<file path="src/rtl/packet_slip_framer_pkg.sv">
// Shared SLIP definitions: byte codes and the framer state encoding.
package packet_slip_framer_pkg;

  localparam logic [7:0] SLIP_END     = 8'hC0;
  localparam logic [7:0] SLIP_ESC     = 8'hDB;
  localparam logic [7:0] SLIP_ESC_END = 8'hDC;
  localparam logic [7:0] SLIP_ESC_ESC = 8'hDD;

  typedef enum logic [2:0] {
    StIdle,
    StData,
    StEsc2,
    StSum,
    StSumEsc2,
    StClose
  } slip_state_e;

endpackage

</file>
<file path="src/rtl/slip_escape.sv">
// Combinational SLIP escape lookup: flags bytes that must be escaped and
// supplies the code byte that follows ESC on the wire.
module slip_escape
  import packet_slip_framer_pkg::*;
(
  input  logic [7:0] byte_i,
  output logic       needs_esc_o,
  output logic [7:0] code_o
);

  // Only END and ESC collide with framing; everything else passes through.
  always_comb begin
    needs_esc_o = 1'b0;
    code_o      = 8'h00;
    if (byte_i == SLIP_END) begin
      needs_esc_o = 1'b1;
      code_o      = SLIP_ESC_END;
    end else if (byte_i == SLIP_ESC) begin
      needs_esc_o = 1'b1;
      code_o      = SLIP_ESC_ESC;
    end
  end

endmodule

</file>
<file path="src/rtl/packet_slip_framer.sv">
// Pops packet words from a first-word-fall-through FIFO and emits a SLIP
// byte stream: optional leading END, escaped payload, optional escaped
// two's-complement checksum, closing END flagged with out_last.
module packet_slip_framer
  import packet_slip_framer_pkg::*;
#(
  parameter bit LEAD_END = 1'b1,
  parameter bit CHECKSUM = 1'b1
) (
  input  logic       clk,
  input  logic       rst,
  input  logic       in_nempty,
  input  logic [7:0] in_data,
  input  logic       in_end,
  output logic       in_pop,
  output logic       out_valid,
  output logic [7:0] out_data,
  output logic       out_last,
  input  logic       out_ready
);

  slip_state_e state_q, state_d;
  slip_state_e after_data;
  logic        out_valid_q, out_valid_d;
  logic [7:0]  out_data_q, out_data_d;
  logic        out_last_q, out_last_d;
  logic [7:0]  sum_q, sum_d;
  logic [7:0]  pend_q, pend_d;
  logic        end_pend_q, end_pend_d;
  logic        load_ok;
  logic [7:0]  cksum;
  logic [7:0]  esc_byte;
  logic [7:0]  esc_code;
  logic        esc_need;

  // Output register may take a new byte when empty or being drained.
  assign load_ok    = !out_valid_q || out_ready;
  assign cksum      = 8'h00 - sum_q;
  assign after_data = CHECKSUM ? StSum : StClose;
  // The escaper is shared: checksum only goes through it in StSum.
  assign esc_byte   = (state_q == StSum) ? cksum : in_data;

  slip_escape u_escape (
    .byte_i      (esc_byte),
    .needs_esc_o (esc_need),
    .code_o      (esc_code)
  );

  // Next-state, output-register load and FIFO pop decode.
  always_comb begin
    state_d     = state_q;
    out_valid_d = out_valid_q && !out_ready;
    out_data_d  = out_data_q;
    out_last_d  = out_last_q;
    sum_d       = sum_q;
    pend_d      = pend_q;
    end_pend_d  = end_pend_q;
    in_pop      = 1'b0;

    unique case (state_q)
      StIdle: begin
        if (in_nempty && load_ok) begin
          sum_d = 8'h00;
          if (LEAD_END) begin
            out_valid_d = 1'b1;
            out_data_d  = SLIP_END;
            out_last_d  = 1'b0;
          end
          state_d = StData;
        end
      end
      StData: begin
        if (in_nempty && load_ok) begin
          in_pop      = 1'b1;
          sum_d       = sum_q + in_data;
          out_valid_d = 1'b1;
          out_last_d  = 1'b0;
          if (esc_need) begin
            out_data_d = SLIP_ESC;
            pend_d     = esc_code;
            end_pend_d = in_end;
            state_d    = StEsc2;
          end else begin
            out_data_d = in_data;
            if (in_end) state_d = after_data;
          end
        end
      end
      StEsc2: begin
        if (load_ok) begin
          out_valid_d = 1'b1;
          out_data_d  = pend_q;
          out_last_d  = 1'b0;
          state_d     = end_pend_q ? after_data : StData;
        end
      end
      StSum: begin
        if (load_ok) begin
          out_valid_d = 1'b1;
          out_last_d  = 1'b0;
          if (esc_need) begin
            out_data_d = SLIP_ESC;
            pend_d     = esc_code;
            state_d    = StSumEsc2;
          end else begin
            out_data_d = cksum;
            state_d    = StClose;
          end
        end
      end
      StSumEsc2: begin
        if (load_ok) begin
          out_valid_d = 1'b1;
          out_data_d  = pend_q;
          out_last_d  = 1'b0;
          state_d     = StClose;
        end
      end
      StClose: begin
        if (load_ok) begin
          out_valid_d = 1'b1;
          out_data_d  = SLIP_END;
          out_last_d  = 1'b1;
          state_d     = StIdle;
        end
      end
      default: state_d = StIdle;
    endcase
  end

  // State, output register, running sum and pending escape code.
  always_ff @(posedge clk or posedge rst) begin
    if (rst) begin
      state_q     <= StIdle;
      out_valid_q <= 1'b0;
      out_data_q  <= 8'h00;
      out_last_q  <= 1'b0;
      sum_q       <= 8'h00;
      pend_q      <= 8'h00;
      end_pend_q  <= 1'b0;
    end else begin
      state_q     <= state_d;
      out_valid_q <= out_valid_d;
      out_data_q  <= out_data_d;
      out_last_q  <= out_last_d;
      sum_q       <= sum_d;
      pend_q      <= pend_d;
      end_pend_q  <= end_pend_d;
    end
  end

  assign out_valid = out_valid_q;
  assign out_data  = out_data_q;
  assign out_last  = out_last_q;

endmodule

</file>
<file path="config.mk">
export PLATFORM = sky130hd
export DESIGN_NAME = packet_slip_framer
export DESIGN_NICKNAME = d
export VERILOG_FILES = /design/src/rtl/packet_slip_framer_pkg.sv /design/src/rtl/slip_escape.sv /design/src/rtl/packet_slip_framer.sv
export SDC_FILE = /design/constraint.sdc
export NUM_CORES = 1
export LEC_CHECK = 0
export CAP_MARGIN = 0
export CORE_MARGIN = 2
export CORE_UTILIZATION = 63
export CTS_BUF_LIST = sky130_fd_sc_hd__clkbuf_4
export DETAILED_ROUTE_END_ITERATION = 7
export GPL_TIMING_DRIVEN = 1
export PLACE_DENSITY_LB_ADDON = 0.05
export SYNTH_ARGS = -nofsm -noshare
export SYNTH_HDL_FRONTEND = slang
export SYNTH_HIERARCHICAL = 1
export SYNTH_SLANG_ARGS = --single-unit
</file>
<file path="constraint.sdc">
create_clock -name clk -period 6.85 [get_ports clk]
set_clock_uncertainty 0.15 [all_clocks]
set_input_delay 0.685 -clock clk [delete_from_list [all_inputs] [get_ports clk]]
set_output_delay 0.685 -clock clk [all_outputs]
set_load 0.005 [all_outputs]
</file>
### Word level (Yosys, flattened, before mapping)

Cells that the tools add are included.

* add/sub/neg operators: 2
* bitwise logic cells: 0
* div/mod/pow operators: 0
* equal/unequal tests: 17
* multipliers: 0
* shifts and indexed selects: 0
* reductions and logical operators: 20
* $lt $le $gt $ge: 0
* mux-type cells: 40

Operators with widths (count)
* 8-bit two-way mux: 15
* 8-bit case mux with 5 select lines: 1
* 8-bit case mux with 2 select lines: 2
* 3-bit two-way mux: 8
* 3-bit case mux with 6 select lines: 1
* 8-bit == test, second input constant: 2
* 2-bit inequality test, second input constant: 6
* 1-bit two-way mux: 10
* 3-bit AND reduction: 3
* 8-bit adder: 1
* 1-bit by 8-bit subtractor with 8-bit output, first input constant: 1
* 7-bit AND reduction: 1
* 3-bit by 2-bit == test with 1-bit output, second input constant: 2
* 3-bit == test, second input constant: 2
* 2-bit by 1-bit inequality test with 1-bit output, second input constant: 3
* 6-bit AND reduction: 1
* 5-bit nonzero test: 1
* 4-bit AND reduction: 1
* 2-bit nonzero test: 2
* 2-bit OR reduction: 2
* 4-bit OR reduction: 1
* 3-bit by 1-bit == test with 1-bit output, second input constant: 1
* 3-bit logical NOT: 1
* 3-bit inequality test, second input constant: 1
* other kinds (8): 10

* input port bits: 13
* bits in writable memories: 0
* register bits: 30
* word-level logic and storage cells: 86
* memories: 0
* latch bits: 0
* memory bits (read-only): 0

### Longest topological paths before layout

Gate-level depths: netlist of the first run.

* depth in word-level cells: 8
* depth in mapped cells: 14
* mapped depth without buffers: 13

### By module

The synthesis of the first run kept the hierarchy.

Modules (own cells, without submodules)
* packet_slip_framer: times used 1, cells an instance 224, area each 2019.4 sq um, sequential area each 750.7 sq um
* slip_escape: times used 1, cells an instance 13, area each 90.1 sq um, sequential area each 0.0 sq um

### Worst setup path before layout of the first run

OpenSTA, ideal clock, no wires.

* path type: flip-flop to flip-flop
* from: register state_q[1]
* to: register pend_q[0]
* clock period less this slack: 3.447 ns
* data arrival time: 3.172 ns
* setup slack: 3.403 ns
* stages on the path, launching flop included: 12
* data required time: 6.575 ns
* setup time: 0.125 ns
* cells stage by stage: dfrtp_1 -> clkbuf_1 -> nand2_1 -> clkbuf_1 -> nor2_1 -> a21o_1 -> or4_1 -> a21oi_1 -> clkbuf_1 -> inv_1 -> a21oi_2 -> mux2_2

* word-level cells in the longest chain between the ends: 8

RTL lines
* start, declared: RTL line packet_slip_framer.sv:22 `slip_state_e state_q, state_d;`
* start signal, assigned: RTL line packet_slip_framer.sv:134 `state_q <= StIdle;`
* start signal, assigned: RTL line packet_slip_framer.sv:142 `state_q <= state_d;`
* 3-bit by 2-bit == test with 1-bit output *: RTL line packet_slip_framer.sv:41 `assign esc_byte = (state_q == StSum) ? cksum : in_data;`
* 8-bit two-way mux *: RTL line packet_slip_framer.sv:41
* net esc_byte[3]: RTL line packet_slip_framer.sv:32 `logic [7:0] esc_byte;`
* 8-bit == test: RTL line slip_escape.sv:18 `end else if (byte_i == SLIP_ESC) begin`
* 1-bit two-way mux: RTL line slip_escape.sv:18
* 1-bit two-way mux *: RTL line slip_escape.sv:15 `if (byte_i == SLIP_END) begin`
* net esc_need: RTL line packet_slip_framer.sv:34 `logic esc_need;`
* 8-bit two-way mux *: RTL line packet_slip_framer.sv:78, packet_slip_framer.sv:101
* 8-bit two-way mux (on tied branches): RTL line packet_slip_framer.sv:98, packet_slip_framer.sv:73
* 8-bit case mux with 2 select lines *: RTL line packet_slip_framer.sv:60 `unique case (state_q)`
* end signal, assigned: RTL line packet_slip_framer.sv:147 `pend_q <= pend_d;`
* end, declared: RTL line packet_slip_framer.sv:28 `logic [7:0] pend_q, pend_d;`

The timed path passes the listed nets; every way through them passes the cells marked *. The select of a mux whose other input is x is not followed.
A chain may end at the register's enable or synchronous reset.

### Final worst setup path of the first run

* from: register state_q[0]
* to: register pend_q[6]

The elaborated chain is that of the path after synthesis.

==> results.txt, run 1 <==
Status: finished clean
CTS resizes: 0
Largest area contributor in the netlist: dfrtp_1
Syn Std Cell Area: 2110 µm²
Xor/xnor cell area share of the yosys netlist: 4.57%
H-tree lvl count: 2
Worst Setup Path Type: reg2reg
Switching share of total power: 44.5%
Largest net degree at the start of global routing: 31
Pre-CTS WS: 2710 ps
Overflow after GRT: 0
Crit start category: flop
Die area: 3830 µm²
Crit path cell chain: nor2b_1 -> nand2_1 -> a21o_1 -> or4_1 -> a21oi_1 -> inv_1 -> a21oi_2 -> mux2_2
Worst skew pair latency: 340 ps
CP Capture Type: flop
Leak pwr: 0.00108 µW
Sequential share of power: 34.4%
Post-route DRC: 0
Reg clk slew, reported paths: 90 ps
First-pass GRT wire length: 7470 µm
Mean routed wirelength per cell: 15.7 µm
DR iter-0 viols: 95
Clock Sinks: 30
Combinational share of power: 55.0%
Area occupied by multi-input gates: 1230 µm²
Worst-Margin Slew: 1130 ps
Initial antenna violation count: 0
Root Buffer: clkbuf_4
Diodes inserted: 0
Die Width: 61.9 µm
Worst slew margin: 24.3%
Post-synth cell types: 51
Avg Cell Area, Syn: 8.90 µm²
Power Internal: 511 µW
Initial Utilization: 64.2%
Most frequent cells after synthesis: nand2_1, dfrtp_1, o21ai_0
Pins Over Slew Limit: 0
M2 GR Usage: 43.9%
Async S/R FF share, synth: 100%
Top FF cell, synth: dfrtp_1
Synth top area share: 35.6%
Yosys warnings: 6
Vias in the first global route: 1587
Main combinational cell family by area after synthesis: compound AO/OA/AOI/OAI gates
Post-Synth Simple-Gate Area: 17.0%
RSZ-0062 raised after global routing: no
Setup TNS: 0 ps
Fin util: 71.8%
Worst min path class: reg2reg
Final Net Count: 277
Dpl hpwl: 3540 µm
Grt met1 use: 34.1%
Max Cap Viol: 0
GRT Overall Usage: 27.2%
Mux contribution to synthesized area: 6.23%
Post-CTS Hold Buffers: 0
Layout area overhead: 11.7%
Crit path largest cell delay: 870 ps
Sequential Area: 751 µm²
GR Util met3: 7.25%
Vert. Die Dim: 61.9 µm
Core Area: 3280 µm²
Ranking of synthesized cells by area: dfrtp_1, ha_1, nand2_1
Slowest stage cell, crit path: a21oi_1
Io pins: 24
Worst EP arrival: 4280 ps
Final WL: 4700 µm
Antenna Violating Nets Remaining: 0
Post-synth EDFFs: 0
Fin crit period: 4200 ps
Peak supply drop: 183 µV
Synth Area in Compound Gates: 23.1%
Clock share of power: 10.6%
Worst setup margin: 2650 ps
Largest fanout on the critical path: 16
Number of synthesized register bits: 30
Final cycle utilization of the critical path: 61.3%
Routability cong.: 0.893
Row count: 21
Worst path required time: 6930 ps
CTS buffer count: 5
Top-count cell post-synth: nand2_1
Max Clock Freq: 0.238 GHz
Vias/cell: 6.12
Via count: 1829
Busiest metal layer after global routing: met2
Cells after Synth: 237
Pre-Repair DR Iteration Count: 4
Fillers: 291
Endpoints failing setup: 0
CTS tree: built
PortBufs: 23
Setup Fix Bufs, Post-CTS: 0
Post-synthesis adder-cell area fraction: 6.88%
Layout cell share with drive strength beyond 1: 7.11%
Endpoints failing hold: 0
CTS Buffer Depth: 2
Seq/Total Area, Yosys: 35.6%
Pwr Density: 391 nW/µm²
Net Sw Power: 410 µW
==> routing by layer <==
metal  routed length (µm)  vias to the layer above
met2                 2310                       73
met3                  284                       13
li1                     -                      884
met5                    0                        -
met1                 2010                      859
met4                   95                        0
==> area by class of cell <==
type	count	share of cell area (%)
multi-input combinational	181	52.0
sequential	30	31.8
inverter	12	1.91
clock inverter	2	0.425
timing repair buffer	23	9.77
tap	46	2.44
clock buffer	5	1.59
==> critical path, delay by kind of cell, from the launching register on <==
| kind | cells | cell delay [ps] |
|---|---|---|
| mux | 1 | 390 |
| simple gates | 3 | 1150 |
| flops | 1 | 600 |
| buf+inv | 1 | 250 |
| compound gates | 3 | 1550 |
==> path summary, 6_finish.rpt <==
kind	slack, ps	cells past startpoint	start	end
min in group asynchronous	780	2	rst	pend_q[3]
max in group asynchronous	5080	2	rst	sum_q[5]
worst min register to register	330	2	out_data[0]	out_data[0]
worst min-delay path	330	2	out_data[0]	out_data[0]
worst max register to register	2650	8	state_q[0]	pend_q[6]
worst max-delay path	2650	8	state_q[0]	pend_q[6]
==> metrics by stage <==
stage	hold WS (ps)	cells	cell area [µm²]	total power, µW
3_5_place_dp	319	292	2310	821
5_1_grt	366	299	2360	1010
2_1_floorplan	311	238	2110	678
6_report	332	299	2360	921
3_3_place_gp	309	292	2310	812
4_1_cts	341	299	2360	921
==> logic make-up after synthesis <==
kind of cell             count (synthesis)
adder cells (fa/ha/maj)                 11
other                                    1
AND/OR/NAND/NOR                         72
flip-flops                              30
buffers and inverters                   27
XOR/XNOR                                11
AO/OA/AOI/OAI                           73
multiplexers                            12
==> power by group through the flow <==
| stage | logic, µW | registers (µW) | clock network (µW) |
|---|---|---|---|
| finish | 506 | 316 | 97.9 |
| global placement | 496 | 316 | 0 |
| floorplan | 393 | 285 | 0 |
| CTS | 506 | 315 | 100 |
| detailed placement | 503 | 318 | 0 |
| global route | 573 | 325 | 108 |
==> flip-flops by register name, summed over array words and instances (netlist names) <==
name and count:
out_last 1, sum_q 8, out_data 8, pend_q 8, state_q 3, end_pend_q 1, out_valid 1
==> cells in the final DEF, fill, tap and decap left out, types with 4 or more instances in the layout <==
cell,n
inv_1,11
nor2_1,11
nor2b_1,5
xnor2_1,5
a22oi_1,4
clkbuf_4,5
nor3b_1,4
mux2_2,9
clkdlybuf4s50_1,23
a21oi_1,13
ha_1,10
a22o_1,5
xor2_1,6
dfrtp_1,30
nand2_1,33
o21ai_0,24
(Power assumes the default switching activity.)
==> run 2: changes to the inputs <==
--- a/config.mk
+++ b/config.mk
@@ -7,7 +7,7 @@
 export LEC_CHECK = 0
 export CAP_MARGIN = 0
 export CORE_MARGIN = 2
-export CORE_UTILIZATION = 63
+export CORE_UTILIZATION = 58
 export CTS_BUF_LIST = sky130_fd_sc_hd__clkbuf_4
 export DETAILED_ROUTE_END_ITERATION = 7
 export GPL_TIMING_DRIVEN = 1
==> constraint.sdc (replaced) <==
create_clock -name clk -period 4.2 [get_ports clk]
set_clock_uncertainty 0.15 [all_clocks]
set_input_delay 0.42 -clock clk [delete_from_list [all_inputs] [get_ports clk]]
set_output_delay 0.42 -clock clk [all_outputs]
set_load 0.005 [all_outputs]
==> run 2 against run 1 <==
Clock power is 66% higher; sequential power is 61% higher; first-iteration DRC count is 22% higher; combinational power is 65% higher; final cell count is 1.3% higher; register-to-register slack worse by 1900 ps; routed wire length is 2.0% lower; highest routed layer unchanged.
==> results.txt, run 2 (synthesis results as in run 1) <==
Crit start category: flop
Clock Sinks: 30
Reg clk slew, reported paths: 100 ps
Row count: 21
Antenna Violating Nets Remaining: 0
Grt met1 use: 32.4%
Die area: 4140 µm²
Crit path cell chain: nor2b_1 -> nand2_1 -> a21o_1 -> or4_1 -> a21oi_1 -> buf_4 -> inv_1 -> a21oi_2 -> mux2_2
CTS tree: built
CTS buffer count: 5
Final Net Count: 280
Worst slew margin: 63.2%
PortBufs: 23
GRT Overall Usage: 24.2%
Pre-Repair DR Iteration Count: 4
Worst path required time: 4270 ps
Vert. Die Dim: 64.3 µm
Most frequent cells in the layout: nand2_1, dfrtp_1, o21ai_0
Worst min path class: in2async
Peak supply drop: 291 µV
Io pins: 24
Layout cell share with drive strength beyond 1: 8.17%
Leak pwr: 0.00109 µW
Vias in the first global route: 1636
CTS resizes: 0
Total power draw: 1510 µW
Worst-Margin Slew: 550 ps
FF-to-FF setup slack: 730 ps
Slowest stage cell, crit path: dfrtp_1
Largest net degree at the start of global routing: 31
Final WL: 4610 µm
Endpoints failing setup: 0
DR iter-0 viols: 116
Fin Hold WS: 315 ps
RSZ-0062 raised after global routing: no
Finished Layout Cells: 303
Largest fanout on the critical path: 16
Layout area overhead: 13.1%
Setup Fix Bufs, Post-CTS: 0
Status: finished clean
Overflow after GRT: 0
CP Capture Type: flop
Diodes inserted: 0
Core Area: 3420 µm²
Mean routed wirelength per cell: 15.2 µm
Worst Setup Path Type: reg2reg
R2R cell count: 9
DP Cell Count: 295
Die Width: 64.3 µm
Routability cong.: 0.880
Commonest non-fill, non-tap cell in the layout: nand2_1
Max Clock Freq: 0.289 GHz
Vias/cell: 5.87
Busiest metal layer after global routing: met2
M2 GR Usage: 38.9%
Worst EP arrival: 3540 ps
Initial antenna violation count: 0
Via count: 1780
First-pass GRT wire length: 7690 µm
Worst r2r src: state_q[0]
Crit path largest cell delay: 590 ps
Post-CTS Hold Buffers: 0
Initial Utilization: 61.8%
Pwr Density: 632 nW/µm²
H-tree lvl count: 2
Root Buffer: clkbuf_4
Setup TNS: 0 ps
Final cycle utilization of the critical path: 82.5%
Worst skew pair latency: 330 ps
GR Util met3: 6.34%
Dpl hpwl: 3540 µm
CTS Buffer Depth: 2
Post-route DRC: 0
Pins Over Slew Limit: 0
Max Cap Viol: 0
Endpoints failing hold: 0
FF-to-FF End: pend_q[3]
Fin crit period: 3470 ps
-- run 2: changes by cell type in the layout (fill, tap and decap cells not counted) --
cell        previous run  this run
clkinv_2               2         1
clkinv_1               1         2
buf_4                  0         3
clkinvlp_4             0         1
-- run 2: power by group --
part	internal, µW	switching [µW]
Sequential	380	129
Clock	62.1	101
Combinational	400	435
-- run 2: metal layers --
layer  share of wire, %  wire [µm]
met5                  0          0
met1                 46       2110
met3                6.1        283
met4               0.74         34
met2                 47       2190
-- run 2: how the worst max path moves through the flow --
stage / from / end / slack [ps] / cells past startpoint
5_1_grt: state_q[0] / pend_q[3] / 500 / 9
2_1_floorplan: state_q[1] / pend_q[0] / 750 / 11
6_report: state_q[0] / pend_q[3] / 730 / 9
3_5_place_dp: state_q[0] / pend_q[3] / 810 / 9
3_3_place_gp: state_q[0] / pend_q[0] / 840 / 9
4_1_cts: state_q[0] / pend_q[3] / 790 / 9
-- run 2: worst max-delay path, delay by kind of cell (launching register included) --
family                 cells  cell delay (ps)
buffers and inverters      2              320
multiplexers               1              400
flip-flops                 1              590
AO/OA/AOI/OAI              3              780
AND/OR/NAND/NOR            3             1120
-- run 2: layout make-up --
class                   count  area [µm²]
repair buffers             26         253
multi-input cells         181        1230
clock buffers               5        37.5
fillers                   291        1030
well taps                  46        57.6
inverters                  12        45.0
flip-flops and latches     30         751
clock inverters             3        16.3
-- run 2: through the flow --
step	setup slack [ps]	util, %	area, µm²
final	734	69.9	2390
after global routing	499	69.9	2390
after CTS	789	69.9	2390
after detailed placement	812	68.3	2330
after global placement	838	68.3	2330
after floorplan	753	-	2110
==> run 3: changes to the inputs <==
--- a/config.mk
+++ b/config.mk
@@ -7,7 +7,7 @@
 export LEC_CHECK = 0
 export CAP_MARGIN = 0
 export CORE_MARGIN = 2
-export CORE_UTILIZATION = 58
+export CORE_UTILIZATION = 53
 export CTS_BUF_LIST = sky130_fd_sc_hd__clkbuf_4
 export DETAILED_ROUTE_END_ITERATION = 7
 export GPL_TIMING_DRIVEN = 1
==> constraint.sdc (replaced) <==
create_clock -name clk -period 2.96 [get_ports clk]
set_clock_uncertainty 0.15 [all_clocks]
set_input_delay 0.296 -clock clk [delete_from_list [all_inputs] [get_ports clk]]
set_output_delay 0.296 -clock clk [all_outputs]
set_load 0.005 [all_outputs]
==> run 3 against run 2 <==
Worst hold slack worse by 150 ps; utilization is 0.13 points lower; power is 61% higher; die area is 8.8% higher; register-to-register slack worse by 610 ps; first-iteration DRC count is 12% lower; critical path depth is 4 lower; global-route usage is 1.9 points higher; combinational power is 80% higher; routed wire length is 13% higher; setup slack worse by 630 ps; highest routed layer unchanged.
==> results.txt, run 3 (synthesis results as in run 1) <==
Layout area overhead: 23.7%
Post-route DRC: 0
Most frequent cells in the layout: nand2_1, dfrtp_1, o21ai_0, clkdlybuf4s50_1, buf_4
DR iter-0 viols: 102
Slowest stage cell, crit path: clkdlybuf4s50_1
Max Cap Viol: 0
Initial Utilization: 56.4%
Max Clock Freq: 0.350 GHz
Pins Over Slew Limit: 0
Fin crit period: 2860 ps
GR Util met3: 6.76%
Io pins: 24
Commonest non-fill, non-tap cell in the layout: nand2_1
Row count: 22
Vias/cell: 5.86
GRT Overall Usage: 26.1%
Pwr Density: 927 nW/µm²
Largest net degree at the start of global routing: 31
Status: finished clean
RSZ-0062 raised after global routing: no
PortBufs: 23
Antenna Violating Nets Remaining: 0
Mean routed wirelength per cell: 16.1 µm
Worst EP arrival: 2410 ps
Root Buffer: clkbuf_4
Grt met1 use: 37.3%
Overflow after GRT: 0
Worst min path class: in2async
Crit path cell chain: buf_4 -> or3b_4 -> or3b_4 -> inv_1 -> clkdlybuf4s50_1
Worst path required time: 2510 ps
Endpoints failing hold: 0
Initial antenna violation count: 0
Endpoints failing setup: 0
Post-CTS Hold Buffers: 0
WP buf/inv: 3
Final cycle utilization of the critical path: 96.6%
Pre-Repair DR Iteration Count: 4
Reg clk slew, reported paths: 100 ps
Worst Setup Path Type: reg2out
Die area: 4500 µm²
Via count: 1894
Crit start category: flop
Leak pwr: 0.00119 µW
H-tree lvl count: 2
Worst slew margin: 59.8%
Largest fanout on the critical path: 14
Pre-CTS WS: -16.0 ps
CP delay by family, top: simple AND/OR/NAND/NOR gates
Core Area: 3740 µm²
Busiest metal layer after global routing: met2
Peak supply drop: 559 µV
Final Net Count: 298
Most common cell on crit path: or3b_4
Die Width: 67.1 µm
Final WL: 5200 µm
Routability cong.: 0.858
CTS Buffer Depth: 2
Worst-Margin Slew: 602 ps
First-pass GRT wire length: 8630 µm
Worst setup margin: 101 ps
Crit path largest cell delay: 500 ps
M2 GR Usage: 39.2%
CTS tree: built
Layout cell share with drive strength beyond 1: 19.6%
CP Capture Type: output port
Dpl hpwl: 3860 µm
Diodes inserted: 0
Vias in the first global route: 1774
Post-DP Area: 2450 µm²
CTS buffer count: 5
Vert. Die Dim: 67.1 µm
Worst skew pair latency: 340 ps
Clock Sinks: 30
Final non-filler cell area: 2610 µm²
-- run 3: changes by cell type in the layout (fill, tap and decap cells not counted), moves of 2 or more --
cell     delta
a21oi_4     +2
dfrtp_2     +3
buf_4      +18
dfrtp_1     -3
-- run 3: timing repair --
item / CTS / global route
gates resized for setup: 1 / 17
endpoints found under the setup margin: 9 / 18
setup buffers: 4 / 2
pin swaps: 2 / 6
-- run 3: through the flow --
stage	hold slack (ps)	total power [µW]	util [%]	instances	setup TNS (ps)
global route	197	2630	69.7	323	0
floorplan	237	1590	-	238	0
detailed placement	319	2010	65.3	309	-16.0
finish	164	2420	69.7	323	0
CTS	185	2280	67.6	321	0
global placement	312	1990	65.3	309	0
-- run 3: routing by layer --
metal / share of wire (%) / wire length (µm)
met5: 0 / 0
met4: 1.6 / 85
met2: 44 / 2290
met3: 6.6 / 341
met1: 48 / 2480
-- run 3: final timing paths --
| kind | start | end | slack, ps | cells past startpoint |
|---|---|---|---|---|
| worst min register to register | out_data[4] | out_data[4] | 330 | 2 |
| min in group clk | out_data[4] | out_data[4] | 330 | 2 |
| worst max-delay path | state_q[1] | in_pop | 100 | 5 |
| max in group asynchronous | rst | sum_q[5] | 2200 | 3 |
| worst min-delay path | rst | sum_q[3] | 160 | 3 |
| worst max register to register | sum_q[1] | state_q[0] | 120 | 13 |
-- run 3: final cells by class --
class / instances / area (µm²)
multi-input cells: 181 / 1310
flip-flops and latches: 30 / 754
fillers: 330 / 1130
well taps: 48 / 60.1
clock buffers: 5 / 37.5
inverters: 12 / 45.0
repair buffers: 44 / 388
clock inverters: 3 / 16.3
-- run 3: report_power, final --
part	switching (µW)	internal, µW
combinational	775	728
sequential	133	544
clock	153	88.1
total	1060	1360
-- run 3: worst register-to-register path: cells and delay by family (launching register included) --
family / cells / cell delay, ps
buffers and inverters: 2 / 260
adder cells (fa/ha/maj): 1 / 150
flip-flops: 1 / 440
XOR/XNOR: 1 / 170
AO/OA/AOI/OAI: 4 / 810
AND/OR/NAND/NOR: 5 / 810
